--- src/rtl/logic_unit_arbiter_pkg.sv ---
// Shared definitions for the logic-unit arbiter: opcode encodings, opcode
// width and the arbiter FSM state type.
package logic_unit_arbiter_pkg;

  localparam int unsigned OP_W = 3;

  localparam logic [OP_W-1:0] OP_AND  = 3'd0;
  localparam logic [OP_W-1:0] OP_NAND = 3'd1;
  localparam logic [OP_W-1:0] OP_OR   = 3'd2;
  localparam logic [OP_W-1:0] OP_NOR  = 3'd3;
  localparam logic [OP_W-1:0] OP_XOR  = 3'd4;
  localparam logic [OP_W-1:0] OP_XNOR = 3'd5;

  typedef enum logic [1:0] {
    IDLE = 2'd0,
    EXEC = 2'd1,
    RESP = 2'd2
  } state_e;

endpackage

--- src/rtl/logic_unit.sv ---
// Combinational six-function bitwise logic unit (three-input gates).
// Ports:
//   a, b, c : W-bit operands
//   op      : opcode (AND, NAND, OR, NOR, XOR, XNOR; 6 and 7 illegal)
//   y       : W-bit result, zero for an illegal opcode
//   err     : high for an illegal opcode
module logic_unit
  import logic_unit_arbiter_pkg::*;
#(
  parameter int unsigned W = 8
) (
  input  logic [W-1:0]    a,
  input  logic [W-1:0]    b,
  input  logic [W-1:0]    c,
  input  logic [OP_W-1:0] op,
  output logic [W-1:0]    y,
  output logic            err
);

  always_comb begin
    y   = '0;
    err = 1'b0;
    case (op)
      OP_AND:  y = a & b & c;
      OP_NAND: y = ~(a & b & c);
      OP_OR:   y = a | b | c;
      OP_NOR:  y = ~(a | b | c);
      OP_XOR:  y = a ^ b ^ c;
      OP_XNOR: y = ~(a ^ b ^ c);
      default: err = 1'b1;
    endcase
  end

endmodule

--- src/rtl/logic_unit_arbiter.sv ---
// Round-robin arbiter in front of a single shared logic unit. One request is
// accepted at a time: IDLE grants and captures operands, EXEC computes, RESP
// holds the result until the consumer takes it.
// Ports:
//   clk, rst             : clock, synchronous active-high reset
//   req [N]              : per-requester request, held until granted
//   op [3N], a/b/c [WN]  : per-requester opcode and operands
//   gnt [N]              : one-hot, one-cycle grant pulse
//   res_valid/res_ready  : result handshake
//   res_id, res, res_err : owner index, result, illegal-opcode flag
//   busy                 : high whenever not in IDLE
module logic_unit_arbiter
  import logic_unit_arbiter_pkg::*;
#(
  parameter int unsigned N = 4,
  parameter int unsigned W = 8
) (
  input  logic                 clk,
  input  logic                 rst,
  input  logic [N-1:0]         req,
  input  logic [OP_W*N-1:0]    op,
  input  logic [W*N-1:0]       a,
  input  logic [W*N-1:0]       b,
  input  logic [W*N-1:0]       c,
  output logic [N-1:0]         gnt,
  output logic                 res_valid,
  input  logic                 res_ready,
  output logic [$clog2(N)-1:0] res_id,
  output logic [W-1:0]         res,
  output logic                 res_err,
  output logic                 busy
);

  localparam int unsigned IW = $clog2(N);

  state_e          state_q, state_d;
  logic [IW-1:0]   ptr_q, ptr_d;
  logic [IW-1:0]   win;
  logic            found;

  logic [OP_W-1:0] op_sel, op_q, op_d;
  logic [W-1:0]    a_sel, a_q, a_d;
  logic [W-1:0]    b_sel, b_q, b_d;
  logic [W-1:0]    c_sel, c_q, c_d;
  logic [IW-1:0]   id_q, id_d;

  logic [N-1:0]    gnt_q, gnt_d;
  logic            res_valid_q, res_valid_d;
  logic [W-1:0]    res_q, res_d;
  logic            res_err_q, res_err_d;
  logic [IW-1:0]   res_id_q, res_id_d;
  logic            busy_q, busy_d;

  logic [W-1:0]    lu_y;
  logic            lu_err;

  // Round-robin search from ptr upward; IW-bit addition wraps since N is 2^IW.
  always_comb begin
    found = 1'b0;
    win   = '0;
    for (int unsigned k = 0; k < N; k++) begin
      if (!found && req[ptr_q + IW'(k)]) begin
        found = 1'b1;
        win   = ptr_q + IW'(k);
      end
    end
  end

  // Operand slice of the current winner.
  always_comb begin
    op_sel = '0;
    a_sel  = '0;
    b_sel  = '0;
    c_sel  = '0;
    for (int unsigned i = 0; i < N; i++) begin
      if (win == IW'(i)) begin
        op_sel = op[OP_W*i +: OP_W];
        a_sel  = a[W*i +: W];
        b_sel  = b[W*i +: W];
        c_sel  = c[W*i +: W];
      end
    end
  end

  logic_unit #(.W(W)) u_logic_unit (
    .a   (a_q),
    .b   (b_q),
    .c   (c_q),
    .op  (op_q),
    .y   (lu_y),
    .err (lu_err)
  );

  // Next-state and registered-output logic.
  always_comb begin
    state_d  = state_q;
    ptr_d    = ptr_q;
    op_d     = op_q;
    a_d      = a_q;
    b_d      = b_q;
    c_d      = c_q;
    id_d     = id_q;
    gnt_d    = '0;
    res_d    = res_q;
    res_err_d = res_err_q;
    res_id_d = res_id_q;

    case (state_q)
      IDLE: begin
        if (found) begin
          state_d    = EXEC;
          gnt_d[win] = 1'b1;
          ptr_d      = win + IW'(1);
          op_d       = op_sel;
          a_d        = a_sel;
          b_d        = b_sel;
          c_d        = c_sel;
          id_d       = win;
        end
      end
      EXEC: begin
        state_d   = RESP;
        res_d     = lu_y;
        res_err_d = lu_err;
        res_id_d  = id_q;
      end
      RESP: begin
        if (res_ready) begin
          state_d   = IDLE;
          res_d     = '0;
          res_err_d = 1'b0;
          res_id_d  = '0;
        end
      end
      default: state_d = IDLE;
    endcase

    res_valid_d = (state_d == RESP);
    busy_d      = (state_d != IDLE);
  end

  always_ff @(posedge clk) begin
    if (rst) begin
      state_q     <= IDLE;
      ptr_q       <= '0;
      op_q        <= '0;
      a_q         <= '0;
      b_q         <= '0;
      c_q         <= '0;
      id_q        <= '0;
      gnt_q       <= '0;
      res_valid_q <= 1'b0;
      res_q       <= '0;
      res_err_q   <= 1'b0;
      res_id_q    <= '0;
      busy_q      <= 1'b0;
    end else begin
      state_q     <= state_d;
      ptr_q       <= ptr_d;
      op_q        <= op_d;
      a_q         <= a_d;
      b_q         <= b_d;
      c_q         <= c_d;
      id_q        <= id_d;
      gnt_q       <= gnt_d;
      res_valid_q <= res_valid_d;
      res_q       <= res_d;
      res_err_q   <= res_err_d;
      res_id_q    <= res_id_d;
      busy_q      <= busy_d;
    end
  end

  assign gnt       = gnt_q;
  assign res_valid = res_valid_q;
  assign res       = res_q;
  assign res_err   = res_err_q;
  assign res_id    = res_id_q;
  assign busy      = busy_q;

endmodule

--- config.mk ---
export PLATFORM = sky130hd
export DESIGN_NAME = logic_unit_arbiter
export DESIGN_NICKNAME = d
export VERILOG_FILES = /design/src/rtl/logic_unit_arbiter_pkg.sv /design/src/rtl/logic_unit.sv /design/src/rtl/logic_unit_arbiter.sv
export SDC_FILE = /design/constraint.sdc
export NUM_CORES = 1
export LEC_CHECK = 0
export ABC_AREA = 1
export BUFFER_PORTS_ARGS = -buffer_cell sky130_fd_sc_hd__buf_2
export CORE_MARGIN = 1.5
export CORE_UTILIZATION = 40
export CTS_CLUSTER_DIAMETER = 60
export DETAILED_ROUTE_END_ITERATION = 10
export PLACE_DENSITY = 0.68
export SETUP_SLACK_MARGIN = 0.1
export SYNTH_ARGS = -nofsm -noshare
export SYNTH_HDL_FRONTEND = slang
export SYNTH_HIERARCHICAL = 1
export SYNTH_SLANG_ARGS = --single-unit
--- constraint.sdc ---
create_clock -name clk -period 2.45 [get_ports clk]
set_clock_uncertainty 0.05 [all_clocks]
set_input_delay 0.245 -clock clk [delete_from_list [all_inputs] [get_ports clk]]
set_output_delay 0.245 -clock clk [all_outputs]
set_load 0.01 [all_outputs]
==> run summary <==
## Outcome
• **outcome** finished, final reports clean

## Worst setup path
• **worst path bufs/invs** 4
• **CP delay by family, top** simple AND/OR/NAND/NOR gates
• **delay of the slowest critical-path stage** 380 ps
• **beginning of the worst register-to-register path** ptr_q[0]
• **master of the slowest instance on the critical path** dfxtp_4
• **data required time of the critical path** 2610 ps
• **path type of the worst setup path** flip-flop to flip-flop
• **crit path max fanout** 7
• **cell depth of the worst setup path** 22
• **logic depth of the worst register-to-register path** 22
• **CP endpoint kind** flip-flop
• **register-to-register path setup slack** 50 ps
• **WP data arrival** 2560 ps
• **sort of element at the start of the critical path** flip-flop
• **worst flop-to-flop path endpoint** a_q[1]
• **cell-by-cell trace of the critical path** buf_4, nand2_2, nand2_2, nand2_2, nand2_2, nor2_4, nand3_2, nand2_2, nand2_4, buf_6, ha_4, inv_6, nor2_4, buf_12, nand2_1, nand2_1, o21ai_0, nand2_1, o21ai_1, nand2_1, nand2_1, nor2_1

## GRT
• **pin count of the biggest net entering global routing** 56
• **Global Route Usage Sum** 22.0%
• **highest-utilization routing layer at the global route stage** met2
• **antenna violations before repair** 0
• **grt met2 use** 36.9%
• **met3 Use GR** 3.59%
• **first-pass GRT wire length** 18600 um
• **overflow left after global routing** 0
• **number of global-route vias before repair** 4172
• **met1 routing resource usage after global routing** 29.5%

## Synthesis
• **Avg Inst Size Synth** 5.56 sq um
• **number of nets produced by synthesis** 852
• **post-synthesis instance total** 717
• **post-synthesis register bit count** 50
• **yosys synthesis warning count** 6
• **sequential-to-total area share from yosys stat** 25.1%
• **number of unique standard cell types used by synthesis** 20
• **Netlist Area Pre-Place** 0.00399 sq mm

## STA
• **setup repair after global routing missed its margin** yes
• **final period utilization** 97.9%
• **worst slew margin relative to its limit** 72.3%
• **setup TNS** 0 ps
• **max-slew violation count** 0
• **Final Setup Violations** 0
• **crit path time final** 2400 ps
• **highest clock frequency the design can meet** 417 MHz
• **slew at the pin closest to its max-slew limit** 415 ps
• **final hold violations** 0
• **final hold slack** 211 ps

## Pwr
• **net switching component of the power** 0.00465 W
• **pwr/cell area** 1680 mW/mm^2
• **worst voltage drop across the vdd grid** 0.832 mV
• **Sw Ratio** 51.8%
• **Clk network pwr share** 5.8%
• **part of the power in combinational logic** 78.4%
• **internal portion of total power** 0.00433 W
• **static leakage** 3.02 nW
• **Seq pwr share** 15.8%

## Floorplan
• **number of rows in the core area** 36
• **I/O Pins** 132
• **die boundary height** 103 um
• **initial cell density of the core** 41.0%
• **die area** 0.0106 sq mm
• **horizontal die dimension** 103 um
• **CORE AREA** 0.00973 sq mm

## Final layout
• **area growth from synthesis to layout** 33.6%
• **diode insertion count for antenna repair** 0
• **post-layout utilization of the core** 54.8%
• **filler cell count in the final layout** 1005
• **number of nets in the final layout** 985
• **final instance area** 0.00533 sq mm
• **fraction of layout instances using a drive strength above 1** 28.2%

## Drt
• **first drt pass iteration count** 4
• **via count** 4727
• **Total Wirelength** 11700 um
• **residual antenna-violating net count after detailed routing** 0
• **number of remaining DRC errors** 0
• **routed vias/inst** 4.80
• **Routed wire per std cell** 11.9 um
• **violation count after the first detailed-routing iteration** 188

## Place
• **RePlAce Congestion** 0.838
• **post-placement cell area** 0.00485 sq mm
• **Port Buffers** 131
• **HPWL after detailed placement** 8400 um

## Clock tree
• **Clock Tree Root** clkbuf_8
• **TritonCTS clock tree** built
• **CTS H-Tree Depth** 2
• **clock latency at the later pin of the worst-skew pair** 310 ps
• **maximum clock insertion buffer count** 2
• **post-CTS clock slew at the launch and capture registers of the worst setup and hold paths** 100 ps
• **TritonCTS buffer count** 5
• **Sinks on Clock Net** 50
• **count of hold-fix buffers inserted at cts** 0

## Worst hold path
• **Hold/Removal Path Class** input port to flip-flop
• **hold path endpoint** c_q[5]
• **Hold Path Depth** 5
• **startpoint of the tightest hold check path** c[29]

## Flow run
• **max-cap violation count** 0

cells in the mapped netlist, drive strengths merged:
| cell | instances | area (sq um) |
|---|---|---|
| inv | 80 | 300 |
| o21ai | 58 | 290 |
| ha | 20 | 250 |
| clkbuf | 18 | 67.6 |
| nand3 | 57 | 300 |
| buf | 14 | 82.6 |
| nor2 | 77 | 332 |
| dfxtp | 50 | 1000 |
| a21oi | 42 | 214 |
| nand2 | 301 | 1150 |
registers in the layout (all words and copies together) (netlist names), 3 cells and up:
name and cells:
b_q 8, c_q 8, a_q 8, gnt 4, op_q 3, res 8
power by group through the flow:
stage,clock [W],combinational [W],sequential (W)
final,0.000520,0.00704,0.00142
after detailed placement,0,0.00559,0.00143
after global placement,0,0.00547,0.00142
after floorplan,0,0.00428,0.00140
after global routing,0.000569,0.00796,0.00147
after CTS,0.000537,0.00637,0.00142
how the worst max path moves through the flow:
stage | from | endpoint | slack, ps
after floorplan | ptr_q[0] | c_q[2] | 110
after global placement | ptr_q[1] | op_q[0] | -200
after detailed placement | ptr_q[0] | c_q[3] | -250
after CTS | ptr_q[0] | b_q[4] | 70
after global routing | ptr_q[0] | a_q[5] | -150
final | ptr_q[0] | a_q[1] | 50
stage by stage:
stage               power [W]  std cells  setup WS, ps
finish                0.00898        984          51.9
global route           0.0100        984          -145
CTS                   0.00833        980          70.6
detailed placement    0.00702        967          -252
global placement      0.00689        967          -201
floorplan             0.00568        717           113
kinds of logic after synthesis:
logic type	share of synthesized area, %
AO/OA/AOI/OAI	12.6
adder cells (fa/ha/maj)	6.27
buffers and inverters	11.3
flip-flops	25.1
AND/OR/NAND/NOR	44.7
tightest hold or removal path, delay by kind of cell:
kind | cells | cell delay (ps)
AOI/OAI and AO/OA | 1 | 50
buffers and inverters | 1 | 80
and+or+nand+nor | 3 | 170
placed cells by master, fill, tap and decap left out:
cell type	synthesis	layout
nand2_1	294	280
buf_2	6	131
inv_1	75	71
nor2_1	64	64
nand3_1	54	51
dfxtp_1	50	48
o21ai_1	3	28
a21oi_1	41	27
o21ai_0	55	25
nand2_2	6	17
ha_1	20	17
a21oi_2	1	13
buf_4	0	13
nor2_2	11	10
buf_12	0	7
nand3_2	3	6
inv_2	5	6
clkbuf_8	0	6
o21ai_2	0	5
nand2_4	1	4
nor2_4	2	4
ha_4	0	3
buf_6	3	3
inv_4	0	2
inv_6	0	2
a21oi_4	0	2
clkbuf_16	0	2
dfxtp_4	0	2
clkinvlp_4	0	1
buf_16	0	1
layer usage:
layer | share of wire [%] | up-vias
li1 | - | 2489
met1 | 46 | 2052
met2 | 47 | 172
met3 | 5.8 | 14
met4 | 1.6 | 0
met5 | 0 | -
repair_timing:
action                                 in CTS  in global routing
setup endpoints to repair                  27                 27
pin swaps                                   7                 12
endpoints found under the hold margin       0                  0
resized for setup                          42                 54
buffers inserted                            3                  1
gates cloned                                2                  3
layout make-up:
type / instances / area [sq um] / share of cell area, %
multi-input combinational: 556 / 2740 / 51.5
clock inverter: 2 / 16.3 / 0.305
inverter: 80 / 310 / 5.82
sequential: 50 / 1010 / 18.9
tap: 133 / 166 / 3.12
clock buffer: 6 / 82.6 / 1.55
timing repair buffer: 157 / 1000 / 18.8
Power figures use the tool's default switching activity.
